==> src/rtl/fpga_rst_seq_pkg.sv <==
// fpga_rst_seq_pkg: shared state encoding and counter sizing helpers for the reset sequencer.
package fpga_rst_seq_pkg;

  typedef enum logic [2:0] {
    ST_WAIT_LOCK  = 3'd0,
    ST_DRAM_RST   = 3'd1,
    ST_WAIT_CALIB = 3'd2,
    ST_SOC_HOLD   = 3'd3,
    ST_RUN        = 3'd4,
    ST_ERROR      = 3'd5
  } state_e;

  localparam logic [7:0] RstCntMax = 8'hff;

  function automatic int max3(input int a, input int b, input int c);
    int m;
    m = (a > b) ? a : b;
    return (m > c) ? m : c;
  endfunction

  function automatic int cnt_width(input int n);
    return ($clog2(n) < 1) ? 1 : $clog2(n);
  endfunction

endpackage

==> src/rtl/sync.sv <==
// sync: two-flop synchroniser for a single asynchronous level input.
module sync (
  input  logic clk_i,
  input  logic rst_i,
  input  logic d_i,
  output logic q_o
);

  logic r_meta;
  logic r_q;

  always_ff @(posedge clk_i or posedge rst_i) begin
    if (rst_i) begin
      r_meta <= 1'b0;
      r_q    <= 1'b0;
    end else begin
      r_meta <= d_i;
      r_q    <= r_meta;
    end
  end

  assign q_o = r_q;

endmodule

==> src/rtl/fpga_rst_seq.sv <==
// fpga_rst_seq: board reset sequencer -- clock lock, DRAM reset and calibration, then SoC release.
// All outputs are registered from the next state so they move together with state_o.
module fpga_rst_seq
  import fpga_rst_seq_pkg::*;
#(
  parameter int DramRstCycles = 64,
  parameter int MinRstCycles  = 16,
  parameter int CalibTimeout  = 2**20
) (
  input  logic       clk_i,
  input  logic       rst_i,
  input  logic       clk_locked_i,
  input  logic       calib_done_i,
  input  logic       calib_bypass_i,
  input  logic [1:0] boot_mode_i,
  input  logic       sw_rst_req_i,
  output logic       soc_rst_no,
  output logic       dram_rst_o,
  output logic [1:0] boot_mode_o,
  output logic [2:0] state_o,
  output logic       calib_err_o,
  output logic [7:0] rst_cnt_o
);

  localparam int CW = cnt_width(max3(DramRstCycles, MinRstCycles, CalibTimeout));
  localparam logic [CW-1:0] DramLast  = CW'(DramRstCycles - 1);
  localparam logic [CW-1:0] HoldLast  = CW'(MinRstCycles - 1);
  localparam logic [CW-1:0] CalibLast = CW'(CalibTimeout - 1);
  localparam logic [CW-1:0] CntSat    = {CW{1'b1}};

  state_e          r_state;
  state_e          w_next;
  logic [CW-1:0]   r_cnt;
  logic            r_sw_q;
  logic            r_soc_rst_n;
  logic            r_dram_rst;
  logic [1:0]      r_boot_mode;
  logic            r_calib_err;
  logic [7:0]      r_rst_cnt;
  logic            w_lock;
  logic            w_calib_s;
  logic            w_calib;
  logic            w_sw_rise;
  logic            w_entry;

  sync u_sync_lock (
    .clk_i (clk_i),
    .rst_i (rst_i),
    .d_i   (clk_locked_i),
    .q_o   (w_lock)
  );

  sync u_sync_calib (
    .clk_i (clk_i),
    .rst_i (rst_i),
    .d_i   (calib_done_i),
    .q_o   (w_calib_s)
  );

  assign w_calib   = w_calib_s | calib_bypass_i;
  assign w_sw_rise = sw_rst_req_i & ~r_sw_q;
  assign w_entry   = (w_next != r_state);

  // Lock loss overrides every other transition, including a coincident soft reset.
  always_comb begin
    w_next = r_state;
    if (r_state != ST_WAIT_LOCK && !w_lock) begin
      w_next = ST_WAIT_LOCK;
    end else begin
      unique case (r_state)
        ST_WAIT_LOCK:  w_next = w_lock ? ST_DRAM_RST : ST_WAIT_LOCK;
        ST_DRAM_RST:   w_next = (r_cnt == DramLast) ? ST_WAIT_CALIB : ST_DRAM_RST;
        ST_WAIT_CALIB: w_next = w_calib ? ST_SOC_HOLD :
                                (r_cnt == CalibLast) ? ST_ERROR : ST_WAIT_CALIB;
        ST_SOC_HOLD:   w_next = (r_cnt == HoldLast) ? ST_RUN : ST_SOC_HOLD;
        ST_RUN:        w_next = w_sw_rise ? ST_SOC_HOLD : ST_RUN;
        ST_ERROR:      w_next = w_sw_rise ? ST_DRAM_RST : ST_ERROR;
        default:       w_next = ST_WAIT_LOCK;
      endcase
    end
  end

  always_ff @(posedge clk_i or posedge rst_i) begin
    if (rst_i) begin
      r_state     <= ST_WAIT_LOCK;
      r_cnt       <= '0;
      r_sw_q      <= 1'b0;
      r_soc_rst_n <= 1'b0;
      r_dram_rst  <= 1'b1;
      r_boot_mode <= 2'd0;
      r_calib_err <= 1'b0;
      r_rst_cnt   <= 8'd0;
    end else begin
      r_state     <= w_next;
      r_cnt       <= w_entry ? '0 : (r_cnt == CntSat) ? r_cnt : r_cnt + 1'b1;
      r_sw_q      <= sw_rst_req_i;
      r_soc_rst_n <= (w_next == ST_RUN);
      r_dram_rst  <= (w_next == ST_WAIT_LOCK) || (w_next == ST_DRAM_RST);
      if (w_entry && w_next == ST_SOC_HOLD)
        r_boot_mode <= boot_mode_i;
      if (w_next == ST_ERROR)
        r_calib_err <= 1'b1;
      if (r_state == ST_RUN && w_next == ST_SOC_HOLD && r_rst_cnt != RstCntMax)
        r_rst_cnt <= r_rst_cnt + 8'd1;
    end
  end

  assign state_o     = r_state;
  assign soc_rst_no  = r_soc_rst_n;
  assign dram_rst_o  = r_dram_rst;
  assign boot_mode_o = r_boot_mode;
  assign calib_err_o = r_calib_err;
  assign rst_cnt_o   = r_rst_cnt;

endmodule

==> config.mk <==
export PLATFORM = sky130hd
export DESIGN_NAME = fpga_rst_seq
export DESIGN_NICKNAME = d
export VERILOG_FILES = /design/src/rtl/fpga_rst_seq_pkg.sv /design/src/rtl/sync.sv /design/src/rtl/fpga_rst_seq.sv
export SDC_FILE = /design/constraint.sdc
export NUM_CORES = 1
export LEC_CHECK = 0
export CAP_MARGIN = 20
export CORE_AREA = 3 3 78 61
export CTS_BUF_LIST = sky130_fd_sc_hd__clkbuf_8
export CTS_CLUSTER_SIZE = 16
export DETAILED_ROUTE_END_ITERATION = 6
export DIE_AREA = 0 0 81 64
export PLACE_DENSITY = 0.76
export SLEW_MARGIN = 20
export SYNTH_ARGS = -nofsm -noshare
export SYNTH_HDL_FRONTEND = slang
export SYNTH_SLANG_ARGS = --single-unit
==> constraint.sdc <==
create_clock -name clk_i -period 2.2 [get_ports clk_i]
set_input_delay 0.55 -clock clk_i [delete_from_list [all_inputs] [get_ports clk_i]]
set_output_delay 0.55 -clock clk_i [all_outputs]
set_load 0.005 [all_outputs]
==> results.md <==
- The run finished, with violations left.
- The checks that failed: negative setup slack.
- The number of clock buffers inserted by TritonCTS is 5.
- The tightest min-delay check is of the register to register type.
- After synthesis, the share of flip-flops with an asynchronous set or reset is 1.00.
- The category of the most critical setup path is register to register.
- For this design the top-level I/O count stands at 24.
- The cell leakage power is 0.00138 uW.
- At the worst endpoint, the arrival time is ~2.7 ns.
- Sorting the synthesized cells by how often they occur yields 40 x sky130_fd_sc_hd__dfrtp_1, 36 x sky130_fd_sc_hd__nor2_1, 18 x sky130_fd_sc_hd__nand2_1.
- The maximum number of pins on one net before global-route repair is 34.
- The total overflow left after global routing is 0.
- In the routed layout, each cell is associated on average with a via count of 5.61.
- The final net count is about 300.
- The synthesized flop and latch total is 41.
- The count of nets left with antenna violations once routing finished came out at 0.
- The average size of a mapped cell is between 10 and 15 um2.
- Of the post-synthesis cell area, the dominant cell type holds 0.478.
- The total count of max-transition violations in the final report is 0.
- In the routed design, unresolved DRC markers number 0.
- The sequential area share after synthesis is 0.491.
- After clock tree synthesis, the clock-pin slew on the worst setup and hold paths is around 0.09 ns.
- The number of enable flip-flop cells after synthesis is 0.
- The share of total power dissipated in sequential elements is 0.525.
- Of all nets on the critical path, the largest fanout is 8.
- The detailed router's first-iteration violation count is ~220.
- In the final routed layout, each cell accounts on average for ~18 um.
- TritonCTS built the clock tree.
- In this run the vertical extent of the chip is 64 um.
- The H-tree level count is 2.
- Across every metal layer, demand over resource in global routing totals 0.221.
- The clock skew after layout is approximately 0.0067 ns.
- The number of search-and-repair iterations in the first detailed-routing pass is 4.
- For the worst-skew pair, the clock arrives at the later sink with an insertion delay of around 0.31 ns.
- In the global route stage, met1 resource usage came out at 0.316.
- The final setup violation count is 30.
- Of the cells placed in the final design, the portion with a size suffix greater than 1 is 0.338.
- The first global-routing pass estimated just under 9000 um of wire.
- Setup repair after global routing could not meet its margin everywhere.
- Synthesis produced a netlist whose cell count is between 200 and 250.
- Final hold analysis gives a worst-case slack of around 0.35 ns.
- In the synthesized netlist the dominant register cell turns out to be sky130_fd_sc_hd__dfrtp_1.
- After routing the design area is 3100 um2.
- The kind of end point of the critical path is a register.
- The startpoint kind of the worst setup timing path is a register.
- The number of antenna diodes in the final layout is 0.
- The layout overhead on the synthesized area is 48.3%.
- The clock drives 41 sinks.
- The share of total power dissipated in combinational logic is 0.121.
- The number of unique standard cell types used by synthesis is ~50.
- The die covers a little over 5000 um2.
- The buffer levels on the longest clock path is 2.
- The number of antenna violations at the first check in global routing is 0.
- Yosys attributes the largest share of cell area to sky130_fd_sc_hd__dfrtp_1 48%, sky130_fd_sc_hd__xnor2_1 6.7%, sky130_fd_sc_hd__nor2_1 6.5%.
- The final number of hold-violating endpoints is 0.
- The relative slew slack is 0.742.
- The sum of negative setup slack is -5.74 ns.
- The count of fill cells added during filler insertion is about 260.
- Across the run, the number of max-cap violations was 0.
- The initial utilization of the core area, before any placement, comes to 0.516.
- During synthesis, Yosys emitted a total of 0 warnings.
- The most heavily used metal layer in global routing is met2.
- After clock tree synthesis, the flow added hold-fix buffers numbering 0.
- The number of nets handed over by synthesis was 218.
- In this run the horizontal extent of the chip is 81 um.
- The netlist area before placement is ~2100 um2.
- The core utilization of the finished layout is 0.766.
- The standard-cell row count is 20.
- The root buffer cell chosen for the clock tree is sky130_fd_sc_hd__clkbuf_8.
- The via count of the first global-routing pass is between 1500 and 2000.
- Summing all placed instances gives a cell area of between 2000 and 3000 um2.
- The number of port buffers is 23.
- The analysis attributes to net switching a power of around 400 uW.
- The region available for standard cell placement spans around 4000 um2.
- For this run, the top clock speed supported by timing is slightly above 400 MHz.
- For met3 alone, demand over resource in global routing was 0.0465.
- The portion of total power attributed to the clock network is 0.354.
- Wires add up to roughly 6100 um.
- The weighted congestion at the end of routability-driven global placement is ~0.86.
- After layout, the worst setup slack is -0.278 ns.
- The global-route met2 utilization is 0.322.
- Among all cell types in the netlist, the one instantiated most often is sky130_fd_sc_hd__dfrtp_1.
- For the pin with the worst max-slew slack, the measured transition is 0.382 ns.
- Summed over all instances, the cell type with the most area after synthesis is sky130_fd_sc_hd__dfrtp_1.
- The cell-internal power is between 1000 and 1500 uW.
- Detailed placement finished with a half-perimeter wire length of roughly 3500 um.
- The final worst-path cycle share is 1.13.
- The maximum resistive drop on vdd is 0.409 mV.
- For the finished layout, the period the worst path requires is 2.48 ns.
- At the worst endpoint, the required time is ~2.4 ns.
- The areal power density over the cells is 478 nW/um2.
- The total number of vias is around 1900.
- The proportion of total power due to net switching is 0.267.
==> metal layers <==
layer / vias to the layer above / part of all wire
met5: - / 0
met4: 0 / 0.038
met3: 23 / 0.079
met2: 106 / 0.47
met1: 922 / 0.41
li1: 886 / -
==> power groups by stage <==
stage	Sequential, uW	Clock, uW	Combinational [uW]
2_1_floorplan	789	0	61.5
3_3_place_gp	790	0	122
3_5_place_dp	791	0	127
4_1_cts	779	531	136
5_1_grt	780	564	194
6_report	779	526	180
==> sequential cells by signal (all words and copies together) (netlist names) <==
signal / count
u_sync_lock.q_o: 1
dram_rst_o: 1
u_sync_calib.r_meta: 1
state_o: 3
r_sw_q: 1
rst_cnt_o: 8
soc_rst_no: 1
u_sync_lock.r_meta: 1
boot_mode_o: 2
u_sync_calib.q_o: 1
r_cnt: 20
calib_err_o: 1
==> cells in the final DEF, fill, tap and decap left out, types with 2 or more instances in the layout <==
cell type                         synthesis  layout
sky130_fd_sc_hd__clkbuf_16                0       2
sky130_fd_sc_hd__buf_12                   0       3
sky130_fd_sc_hd__nor3_2                   1       3
sky130_fd_sc_hd__nand2_1                 18      15
sky130_fd_sc_hd__clkbuf_8                 0       5
sky130_fd_sc_hd__xnor2_1                 16      16
sky130_fd_sc_hd__buf_4                    0      50
sky130_fd_sc_hd__nand2_2                  0       2
sky130_fd_sc_hd__a211oi_1                 2       2
sky130_fd_sc_hd__dfrtp_1                 40      40
sky130_fd_sc_hd__clkdlybuf4s50_1          0      22
sky130_fd_sc_hd__nand3_4                  1       2
sky130_fd_sc_hd__and2_1                   5       4
sky130_fd_sc_hd__xor2_1                   8       8
sky130_fd_sc_hd__nor4_1                   5       2
sky130_fd_sc_hd__nand4_1                  8       8
sky130_fd_sc_hd__mux2_4                   0       3
sky130_fd_sc_hd__buf_6                    2       2
sky130_fd_sc_hd__nor2_1                  36      36
sky130_fd_sc_hd__and3_1                   2       2
sky130_fd_sc_hd__nor3_1                   4       2
sky130_fd_sc_hd__nor4_2                   0       2
sky130_fd_sc_hd__inv_1                    6       6
sky130_fd_sc_hd__nand3_1                 11      10
sky130_fd_sc_hd__o21ai_0                  4       4
==> critical path: stages (launching register included) <==
cell,delay [ns]
sky130_fd_sc_hd__dfrtp_1,0.43
sky130_fd_sc_hd__nor4_1,0.36
sky130_fd_sc_hd__nand4_1,0.24
sky130_fd_sc_hd__buf_4,0.21
sky130_fd_sc_hd__o41ai_4,0.23
sky130_fd_sc_hd__nand2_2,0.17
sky130_fd_sc_hd__a211oi_4,0.25
sky130_fd_sc_hd__buf_6,0.17
sky130_fd_sc_hd__mux2_4,0.30
==> final timing paths <==
path | endpoint | from | slack (ns) | cells past startpoint
setup / recovery | rst_cnt_o[1]$_DFFE_PP0P_ | r_cnt[17]$_DFFE_PP0P_ | -0.28 | 8
hold / removal | u_sync_lock.q_o$_DFF_PP0_ | u_sync_lock.r_meta$_DFF_PP0_ | 0.35 | 0
setup reg to reg | rst_cnt_o[1]$_DFFE_PP0P_ | r_cnt[17]$_DFFE_PP0P_ | -0.28 | 8
hold reg to reg | u_sync_lock.q_o$_DFF_PP0_ | u_sync_lock.r_meta$_DFF_PP0_ | 0.35 | 0
max in group asynchronous | dram_rst_o$_DFF_PP1_ | rst_i | 1.13 | 3
min in group asynchronous | u_sync_calib.q_o$_DFF_PP0_ | rst_i | 0.51 | 2
==> metrics by stage <==
stage / worst slack (ns) / power, uW / instances
global placement: -0.564 / 912 / 327
global route: -0.423 / 1540 / 345
detailed placement: -0.631 / 918 / 327
finish: -0.278 / 1480 / 345
CTS: -0.112 / 1450 / 337
floorplan: -0.0976 / 850 / 208
==> repair_timing <==
item | in CTS | in global routing
gates resized for setup | 12 | 16
gates cloned | 0 | 3
buffers inserted | 2 | 5
pin swaps | 8 | 8
setup endpoints to repair | 30 | 33
==> cell families (layout without fill, tap and decap cells) <==
| group | count (synthesis) | count (layout) | share of synthesized area |
|---|---|---|---|
| flip-flops | 41 | 41 | 0.491 |
| multiplexers | 4 | 4 | 0.0209 |
| AO/OA/AOI/OAI | 24 | 24 | 0.100 |
| adder cells (fa/ha/maj) | 2 | 2 | 0.0120 |
| XOR/XNOR | 24 | 24 | 0.100 |
| AND/OR/NAND/NOR | 101 | 101 | 0.245 |
| buffers and inverters | 12 | 94 | 0.0305 |
==> layout make-up <==
cell class                 instances  area (um2)  area share
inverter                           6        22.5     0.00726
multi-input combinational        155        1150       0.372
sequential                        41        1030       0.331
timing repair buffer              80         737       0.237
tap                               55        68.8      0.0222
clock buffer                       5        68.8      0.0222
clock inverter                     3        25.0     0.00806
Power figures use the tool's default switching activity.
